### src/rtl/proj_pkg.sv
// Shared definitions for the vertex projection block: configuration
// constants, FSM states, the captured-vertex record and small helpers.
`timescale 1ns/1ps

package proj_pkg;

    // Geometry and number formats
    localparam int COORD_W    = 24;   // signed camera-space coordinate width
    localparam int FRAC_W     = 8;    // input fractional bits (1.0 = 256)
    localparam int RECIP_FRAC = 16;   // fractional bits of the reciprocal
    localparam int RECIP_W    = 24;   // reciprocal width and divider step count
    localparam int FOCAL      = 160;  // focal length in pixels
    localparam int SCREEN_W   = 320;
    localparam int SCREEN_H   = 240;
    localparam int OUT_W      = 9;    // width of each output coordinate
    localparam int NEAR_Z     = 256;  // near plane in input units

    // Screen centre from the screen extent
    function automatic int centre(input int extent);
        return extent / 2;
    endfunction

    // Number of bits needed to hold a non-negative value
    function automatic int bits_for(input int value);
        int b;
        b = 1;
        while ((1 << b) <= value) b++;
        return b;
    endfunction

    localparam int CX      = centre(SCREEN_W);
    localparam int CY      = centre(SCREEN_H);
    // Full signed product of a coordinate and the zero-extended reciprocal
    localparam int PROD_W  = COORD_W + RECIP_W + 1;
    // Shifted product plus screen centre, with headroom for the add
    localparam int WIDE_W  = PROD_W - RECIP_FRAC + 1;
    localparam int OUT_MAX = (1 << OUT_W) - 1;

    typedef enum logic [2:0] {
        ST_IDLE,
        ST_DIV,
        ST_MULX,
        ST_MULY,
        ST_OUT
    } state_t;

    // Vertex as captured at acceptance, depth already clamped to the near plane
    typedef struct packed {
        logic signed [COORD_W-1:0] x;
        logic signed [COORD_W-1:0] y;
        logic        [COORD_W-1:0] zc;
        logic                      last;
    } vertex_t;

endpackage

### src/rtl/recip_div.sv
// Unsigned restoring divider: quot = num / den, one quotient bit per
// cycle, NUM_W cycles from start to done. done is a one-cycle pulse and
// the quotient holds until the next start.
`timescale 1ns/1ps

module recip_div
    import proj_pkg::*;
#(
    parameter int NUM_W = 24,
    parameter int DEN_W = 24
) (
    input  logic             clk_in,
    input  logic             rst_n_in,
    input  logic             start_in,
    input  logic [NUM_W-1:0] num_in,
    input  logic [DEN_W-1:0] den_in,
    output logic             busy_out,
    output logic             done_out,
    output logic [NUM_W-1:0] quot_out
);

    localparam int CNT_W = bits_for(NUM_W);

    logic [DEN_W-1:0] r_rem;
    logic [NUM_W-1:0] r_quot;   // numerator bits shift out, quotient bits shift in
    logic [DEN_W-1:0] r_den;
    logic [CNT_W-1:0] r_cnt;
    logic             r_busy;
    logic             r_done;

    logic [DEN_W:0]   w_trial;
    logic [DEN_W:0]   w_diff;
    logic             w_fits;

    assign w_trial = {r_rem, r_quot[NUM_W-1]};
    assign w_diff  = w_trial - {1'b0, r_den};
    assign w_fits  = (w_trial >= {1'b0, r_den});

    // One restoring step per cycle while busy; start reloads and aborts any run
    always_ff @(posedge clk_in or negedge rst_n_in) begin
        // NOTE: non-blocking assignments so every register samples pre-edge values.
        if (!rst_n_in) begin
            r_rem  <= '0;
            r_quot <= '0;
            r_den  <= '0;
            r_cnt  <= '0;
            r_busy <= 1'b0;
            r_done <= 1'b0;
        end else if (start_in) begin
            r_rem  <= '0;
            r_quot <= num_in;
            r_den  <= den_in;
            r_cnt  <= CNT_W'(NUM_W);
            r_busy <= 1'b1;
            r_done <= 1'b0;
        end else if (r_busy) begin
            r_rem  <= w_fits ? DEN_W'(w_diff) : DEN_W'(w_trial);
            r_quot <= {r_quot[NUM_W-2:0], w_fits};
            r_cnt  <= r_cnt - 1'b1;
            if (r_cnt == CNT_W'(1)) begin
                r_busy <= 1'b0;
                r_done <= 1'b1;
            end
        end else begin
            r_done <= 1'b0;
        end
    end

    assign busy_out = r_busy;
    assign done_out = r_done;
    assign quot_out = r_quot;

endmodule

### src/rtl/vert_proj_fx.sv
// Fixed-point perspective projection of one vertex per transaction:
// reciprocal of clamped depth by iterative division, then x and y scaled
// through one shared multiplier and offset to the screen centre.
// Optional build macro VERT_PROJ_CLIP_EN: screen coordinates saturate to
// the visible area and clip_out flags near-plane or saturation events.
`timescale 1ns/1ps

module vert_proj_fx
    import proj_pkg::*;
(
    input  logic                    clk_in,
    input  logic                    rst_n_in,
    input  logic [2:0][COORD_W-1:0] coor_in,
    input  logic                    valid_in,
    input  logic                    last_in,
    output logic                    ready_out,
    output logic [2:0][OUT_W-1:0]   coor_out,
    output logic                    valid_out,
    output logic                    last_out,
    input  logic                    ready_in
`ifdef VERT_PROJ_CLIP_EN
    ,
    output logic                    clip_out
`endif
);

    localparam logic        [RECIP_W-1:0] RECIP_NUM = RECIP_W'(FOCAL << RECIP_FRAC);
    localparam logic signed [COORD_W-1:0] NEAR_Z_S  = COORD_W'(NEAR_Z);
    localparam logic signed [WIDE_W-1:0]  CX_S      = WIDE_W'(CX);
    localparam logic signed [WIDE_W-1:0]  CY_S      = WIDE_W'(CY);

    state_t r_state;
    state_t w_state_nxt;

    vertex_t                   r_vtx;
    logic signed [WIDE_W-1:0]  r_ox;
    logic [2:0][OUT_W-1:0]     r_coor_out;
    logic                      r_last_out;

    logic                      w_ready;
    logic                      w_accept;
    logic signed [COORD_W-1:0] w_z_in;
    logic                      w_near;
    logic        [COORD_W-1:0] w_zc;
    logic                      w_div_busy;
    logic                      w_div_done;
    logic        [RECIP_W-1:0] w_recip;
    logic signed [COORD_W-1:0] w_mul_a;
    logic signed [PROD_W-1:0]  w_a_ext;
    logic signed [PROD_W-1:0]  w_r_ext;
    logic signed [PROD_W-1:0]  w_prod;
    logic signed [WIDE_W-1:0]  w_o_now;
    logic signed [WIDE_W-1:0]  w_sx;
    logic signed [WIDE_W-1:0]  w_sy;
    logic        [COORD_W-1:0] w_dz_wide;
    logic        [OUT_W-1:0]   w_sx_out;
    logic        [OUT_W-1:0]   w_sy_out;
    logic        [OUT_W-1:0]   w_dz_out;

    assign w_ready  = (r_state == ST_IDLE);
    assign w_accept = w_ready && valid_in && !w_div_busy;

    // Depth clamp on the incoming vertex feeds the divider at acceptance
    assign w_z_in = $signed(coor_in[0]);
    assign w_near = (w_z_in < NEAR_Z_S);
    assign w_zc   = w_near ? NEAR_Z_S : w_z_in;

    recip_div #(
        .NUM_W (RECIP_W),
        .DEN_W (COORD_W)
    ) u_recip_div (
        .clk_in   (clk_in),
        .rst_n_in (rst_n_in),
        .start_in (w_accept),
        .num_in   (RECIP_NUM),
        .den_in   (w_zc),
        .busy_out (w_div_busy),
        .done_out (w_div_done),
        .quot_out (w_recip)
    );

    // Shared multiplier: x in MULX, y in MULY; floor shift keeps sign
    assign w_mul_a = (r_state == ST_MULY) ? r_vtx.y : r_vtx.x;
    assign w_a_ext = PROD_W'(w_mul_a);
    assign w_r_ext = PROD_W'($signed({1'b0, w_recip}));
    assign w_prod  = w_a_ext * w_r_ext;
    assign w_o_now = WIDE_W'(w_prod >>> RECIP_FRAC);

    assign w_sx      = CX_S + r_ox;
    assign w_sy      = CY_S + w_o_now;
    assign w_dz_wide = r_vtx.zc >> FRAC_W;
    assign w_dz_out  = (w_dz_wide > COORD_W'(OUT_MAX)) ? OUT_W'(OUT_MAX) : OUT_W'(w_dz_wide);

`ifdef VERT_PROJ_CLIP_EN
    logic r_near;
    logic r_clip_out;
    logic w_sat;
    localparam logic signed [WIDE_W-1:0] SX_MAX = WIDE_W'(SCREEN_W - 1);
    localparam logic signed [WIDE_W-1:0] SY_MAX = WIDE_W'(SCREEN_H - 1);

    // Saturate screen coordinates to the visible area and flag any clamp
    always_comb begin
        w_sx_out = OUT_W'(w_sx);
        w_sy_out = OUT_W'(w_sy);
        w_sat    = 1'b0;
        if (w_sx < 0) begin
            w_sx_out = '0;
            w_sat    = 1'b1;
        end else if (w_sx > SX_MAX) begin
            w_sx_out = OUT_W'(SCREEN_W - 1);
            w_sat    = 1'b1;
        end
        if (w_sy < 0) begin
            w_sy_out = '0;
            w_sat    = 1'b1;
        end else if (w_sy > SY_MAX) begin
            w_sy_out = OUT_W'(SCREEN_H - 1);
            w_sat    = 1'b1;
        end
    end

    // Near-plane flag travels with the vertex; clip result registers with the outputs
    always_ff @(posedge clk_in or negedge rst_n_in) begin
        if (!rst_n_in) begin
            r_near     <= 1'b0;
            r_clip_out <= 1'b0;
        end else begin
            if (w_accept) r_near <= w_near;
            if (r_state == ST_MULY) r_clip_out <= r_near | w_sat;
        end
    end

    assign clip_out = r_clip_out;
`else
    // Without clipping the screen coordinates wrap modulo 2^OUT_W
    assign w_sx_out = OUT_W'(w_sx);
    assign w_sy_out = OUT_W'(w_sy);
`endif

    // FSM state register
    always_ff @(posedge clk_in or negedge rst_n_in) begin
        if (!rst_n_in) r_state <= ST_IDLE;
        else           r_state <= w_state_nxt;
    end

    // FSM next state: accept, divide, two multiplies, hold output until taken
    always_comb begin
        // NOTE: default assigned first so no path leaves the signal unassigned (no latch).
        w_state_nxt = r_state;
        case (r_state)
            ST_IDLE: if (w_accept)   w_state_nxt = ST_DIV;
            ST_DIV:  if (w_div_done) w_state_nxt = ST_MULX;
            ST_MULX:                 w_state_nxt = ST_MULY;
            ST_MULY:                 w_state_nxt = ST_OUT;
            ST_OUT:  if (ready_in)   w_state_nxt = ST_IDLE;
            default:                 w_state_nxt = ST_IDLE;
        endcase
    end

    // Datapath: capture vertex, keep ox, register the finished coordinates
    always_ff @(posedge clk_in or negedge rst_n_in) begin
        if (!rst_n_in) begin
            r_vtx      <= '0;
            r_ox       <= '0;
            r_coor_out <= '0;
            r_last_out <= 1'b0;
        end else begin
            if (w_accept) begin
                r_vtx.x    <= $signed(coor_in[2]);
                r_vtx.y    <= $signed(coor_in[1]);
                r_vtx.zc   <= w_zc;
                r_vtx.last <= last_in;
            end
            if (r_state == ST_MULX) r_ox <= w_o_now;
            if (r_state == ST_MULY) begin
                r_coor_out[2] <= w_sx_out;
                r_coor_out[1] <= w_sy_out;
                r_coor_out[0] <= w_dz_out;
                r_last_out    <= r_vtx.last;
            end
        end
    end

    assign ready_out = w_ready;
    assign valid_out = (r_state == ST_OUT);
    assign coor_out  = r_coor_out;
    assign last_out  = r_last_out;

endmodule

### config.mk
export PLATFORM = sky130hd
export DESIGN_NAME = vert_proj_fx
export DESIGN_NICKNAME = d
export VERILOG_FILES = /design/src/rtl/proj_pkg.sv /design/src/rtl/recip_div.sv /design/src/rtl/vert_proj_fx.sv
export SDC_FILE = /design/constraint.sdc
export NUM_CORES = 1
export LEC_CHECK = 0
export ABC_AREA = 1
export BUFFER_PORTS_ARGS = -buffer_cell sky130_fd_sc_hd__buf_2
export CAP_MARGIN = 0
export CORE_MARGIN = 1
export CORE_UTILIZATION = 43
export DETAILED_ROUTE_END_ITERATION = 8
export SYNTH_ARGS = -nofsm -noshare
export SYNTH_HDL_FRONTEND = slang
export SYNTH_SLANG_ARGS = --single-unit
### constraint.sdc
create_clock -name clk_in -period 17.6 [get_ports clk_in]
set_input_delay 0.88 -clock clk_in [delete_from_list [all_inputs] [get_ports clk_in]]
set_output_delay 0.88 -clock clk_in [all_outputs]
set_load 0.02 [all_outputs]
Yosys cells after proc, flatten, opt, wreduce, memory -nomap -nowiden
Index checks and enable logic that the tools add are counted.
W data, S select, Z words.
- add/sub/neg operators: 4
- multipliers: 1
- magnitude comparators: 3
- equal/unequal tests: 9
- mux-type cells: 20
- reduce and logical (&&, ||, !) cells: 6
- operators by type and width (cell ; number):
    $mux W24 ; 7
    $ge A25 B24 Y1 ; 1
    $mul A24 B25 Y25 ; 1
    $lt A24 B10 Y1 const B ; 1
    $sub A24 B24 Y24 ; 1
    $gt A16 B9 Y1 const B ; 1
    $pmux W3 S5 ; 1
    $mux W5 ; 2
    $add A8 B9 Y9 const A ; 1
    $add A9 B9 Y9 const A ; 1
    $mux W3 ; 3
    $mux W9 ; 1
    $eq A3 B2 Y1 const B ; 2
    $mux W1 ; 6
    $ne A2 B1 Y1 const B ; 3
    $eq A5 B1 Y1 const B ; 1
    $sub A5 B1 Y5 const B ; 1
    $eq A3 B1 Y1 const B ; 1
    $eq A3 B3 Y1 const B ; 1
    $logic_not A3 Y1 ; 1
    $ne A3 B2 Y1 const B ; 1
    $reduce_and A3 Y1 ; 1
    $logic_and A1 B1 Y1 ; 2
    $reduce_bool A2 Y1 ; 1
    $logic_not A1 Y1 ; 1
- register bits: 168
- input port bits: 77
- output and inout bits: 30
- word-level logic and storage cells: 58

Depth between registers and ports, before layout
- word-level depth: 5
- depth in mapped cells: 39

Modules after synthesis
A second synthesis with hierarchy kept.
- cells, all modules: 2717
- area total of the unflattened synthesis: 20313.2 um^2
- by module, submodules not included (module ; times used ; cells each ; area each (um^2)):
    vert_proj_fx ; 1 ; 1940 ; 14929.3
    recip_div ; 1 ; 777 ; 5383.9

Least setup slack after synthesis
No wires, ideal clock.
- path kind: register to register
- start point: reg r_state[2]
- end point: reg r_coor_out (netlist bit coor_out[16])
- arrival: 6.757 ns
- setup slack: 10.726 ns
- stages on the path, launching flop included: 35
- path buffers: 2
- cell sequence: dfrtp_1 > inv_2 > nand3_4 > buf_6 > nand2_2 > nand2_2 > inv_2 > clkbuf_1 > nand2_1 > fa_1 > inv_1 > fa_1 > inv_1 > fa_1 > fa_1 > fa_1 > inv_1 > fa_1 > inv_1 > fa_1 > inv_1 > ha_1 > nand2_1 > nor4_1 > nand2_1 > nand2_2 > nand2_1 > nand2_1 > nand2_1 > nand2_2 > ha_1 > nand3_1 > or2_1 > nand3_1 > nand2_1
- word-level cells in the longest chain between the ends: 4
- RTL lines (item ; line ; RTL):
    start: declaration ; vert_proj_fx.sv:32 ; state_t r_state;
    start signal: assignment ; vert_proj_fx.sv:143 ; else r_state <= w_state_nxt;
    $eq A3 B2 Y1 * ; vert_proj_fx.sv:83, vert_proj_fx.sv:175 ;
    $mux W24 ; vert_proj_fx.sv:83 ; assign w_mul_a = (r_state == ST_MULY) ? r_vtx.y : r_vtx.x;
    $mul A24 B25 Y25 ; vert_proj_fx.sv:86 ; assign w_prod = w_a_ext * w_r_ext;
    $add A8 B9 Y9 ; vert_proj_fx.sv:90 ; assign w_sy = CY_S + w_o_now;
    end: declaration ; vert_proj_fx.sv:37 ; logic [2:0][OUT_W-1:0] r_coor_out;
Every way passes the cells marked *; elsewhere a longest branch is shown, timed or not.
A chain may end at the register's enable or synchronous reset.

Worst setup path in the final report
- start point: reg r_state[2]
- end point: reg r_coor_out (netlist bit coor_out[17])
Same word-level chain as after synthesis.

==> reports/qor.csv <==
metric,value,unit
"CP delay by family, top",adder cells,
Startpoint Class,flip-flop,
Tmin final,8.18,ns
RSZ-0062 raised after global routing,false,
Via density,5.08,
top area cells in the synthesized netlist,"fa_1 (26%), dfrtp_1 (23%), nand2_1 (11%)",
Iteration-0 DRC Markers,945,
number of cell rows,75,
first-pass GRT wire length,80200,microns
clk sink count,168,
die height,208,microns
max_slew headroom,25.9,%
Slowest cell on crit path,nand3_4,
outcome,"finished, final reports clean",
"Cell Area, Synth",18300,sq um
CTS buffer count,17,
H-tree depth,4,
Worst-path clk slew,0.07,ns
DRC Markers,0,
placed insts,2910,
Tightest Hold Check Type,flip-flop to flip-flop,
async set-reset flop share out of synthesis,100,%
Gate Count Post-Synth,2336,
Final Hold Fails,0,
Cell variety after synth,45,
synth warn,0,
Routed WL,48300,microns
crit path buf inv count,5,
DRT Pass-1 Iters,6,
max frequency,122,MHz
die width,208,microns
gp weighted congestion,0.896,
Die Area,43400,sq um
Root Buffer,clkbuf_16,
Mean Syn Cell Area,7.83,sq um
gr usage total,23.6,%
fin. max-slew vios,0,
crit-path max cell delay,0.60,ns
Starting Density,43.6,%
CP arrival,8.51,ns
Final #Nets,2830,
number of synthesized flops with an enable pin,0,
max-cap violations,0,
crit path kind,flip-flop to flip-flop,
hold path depth,2,
post-route clock skew,0.00851,ns
endpoints failing setup,0,
post-synth top area cell,fa_1,
vias in the first global route,15400,
syn nets,2776,
Register-to-Register Path Depth,30,
core box area,41900,sq um
Post-DP HPWL,38500,microns
worst-margin pin slew,1.11,ns
layout cells sized above 1,7.87,%
Layout area overhead,8.48,%
CP endpoint kind,flip-flop,
#FFs+latches synth,168,
Critical Path Fanout Max,63,
stages on the worst setup path,30,
Non-Filler Instances,2942,
ys flop type,dfrtp_1,
area share of the largest cell type after synthesis,25.7,%
Post-CTS Setup Bufs,0,
worst skew pair latency,0.45,ns
via count,14900,
TritonCTS clock tree,built,
Port-buffer cells,106,
ant diodes,0,
FILL cells,4162,
"Req. time, crit path",17.93,ns
Final period util,46.5,%
"Seq/Total Area, Yosys",23.0,%
pin count of the biggest net entering global routing,129,
initial antenna violation count,0,
CTS resizes,0,
Post-DRT Antenna Nets,0,
CTS hold repair buffers,0,
Avg WL per Cell,16.4,microns
Fin Setup TNS,0,ns
Ports,107,
total congestion overflow,0,
Clock Tree Buf Depth,2,
==> through the flow <==
| stage | worst slack (ns) | hold slack, ns | utilization, % | instance area [sq um] |
|---|---|---|---|---|
| 2_1_floorplan | 10.73 | 0.442 | - | 18300 |
| 3_3_place_gp | 9.50 | 0.457 | 45.9 | 19200 |
| 3_5_place_dp | 9.47 | 0.461 | 45.9 | 19200 |
| 4_1_cts | 9.46 | 0.477 | 47.3 | 19800 |
| 5_1_grt | 8.87 | 0.494 | 47.3 | 19800 |
| 6_report | 9.42 | 0.470 | 47.3 | 19800 |
==> flip-flops by register name (all words and copies together) (netlist names) <==
| signal | flops |
|---|---|
| u_recip_div.done_out | 1 |
| r_state | 3 |
| last_out | 1 |
| r_ox | 9 |
| u_recip_div.busy_out | 1 |
| u_recip_div.r_den | 24 |
| u_recip_div.quot_out | 24 |
| coor_out | 27 |
| u_recip_div.r_rem | 24 |
| u_recip_div.r_cnt | 5 |
| r_vtx | 49 |
==> synth_stat cells (7+ instances only) <==
master and number:
ha_1 128, nand3b_1 9, fa_1 235, a21oi_1 69, o21ai_0 132, nand4_1 13, o22ai_1 25, nand2_1 544
clkbuf_1 65, nand2_2 20, xnor2_1 21, nor2_1 234, inv_1 486, inv_2 7, nor4_1 10, a31oi_1 14
xor2_1 14, nor3_1 7, dfrtp_1 168, nand3_1 77
==> final cells by class <==
cell class / instances / area (sq um) / share of cell area (%)
inverters: 498 / 1870 / 9.42
flip-flops and latches: 168 / 4200 / 21.2
multi-input cells: 1592 / 11900 / 60.0
well taps: 539 / 674 / 3.40
clock buffers: 17 / 425 / 2.14
repair buffers: 113 / 589 / 2.97
clock inverters: 15 / 180 / 0.908
==> routing by layer <==
layer | routed length [microns] | share of wire, % | track usage [%]
met1 | 22100 | 46 | 32.2
met2 | 21800 | 45 | 37.6
met3 | 3010 | 6.2 | 4.45
met4 | 1390 | 2.9 | 7.94
met5 | 0 | 0 | 0
==> layout by cell type, fill, tap and decap left out, types with 17 or more instances in the layout <==
| cell type | synthesis | final |
|---|---|---|
| a21oi_1 | 69 | 69 |
| buf_2 | 5 | 105 |
| clkbuf_16 | 0 | 17 |
| dfrtp_1 | 168 | 168 |
| fa_1 | 235 | 235 |
| ha_1 | 128 | 128 |
| inv_1 | 486 | 486 |
| nand2_1 | 544 | 544 |
| nand2_2 | 20 | 20 |
| nand3_1 | 77 | 77 |
| nor2_1 | 234 | 233 |
| o21ai_0 | 132 | 132 |
| o22ai_1 | 25 | 25 |
| xnor2_1 | 21 | 21 |
==> kinds of logic after synthesis <==
kind of cell,Yosys count,share of synthesized area [%]
AO/OA/AOI/OAI,268,8.16
AND/OR/NAND/NOR,925,20.6
flip-flops,168,23.0
XOR/XNOR,36,1.76
buffers and inverters,576,12.0
adder cells (fa/ha/maj),363,34.5
==> worst paths after layout <==
path,slack [ns],endpoint,start
hold reg to reg,0.47,r_vtx[70],r_vtx[70]
setup / recovery,9.42,coor_out[17],r_state[2]
hold / removal,0.47,r_vtx[70],r_vtx[70]
setup reg to reg,9.42,coor_out[17],r_state[2]
min in group asynchronous,0.53,u_recip_div.r_den[23],rst_n_in
max in group asynchronous,15.62,u_recip_div.r_rem[7],rst_n_in
==> worst min-delay path, cell delays in order (launching register included) <==
cell	delay (ns)
dfrtp_1	0.34
nand2_1	0.05
nand2_1	0.05
Power is not shown: default switching activity piles up to over one toggle a cycle in this logic, so the estimate is an artifact.
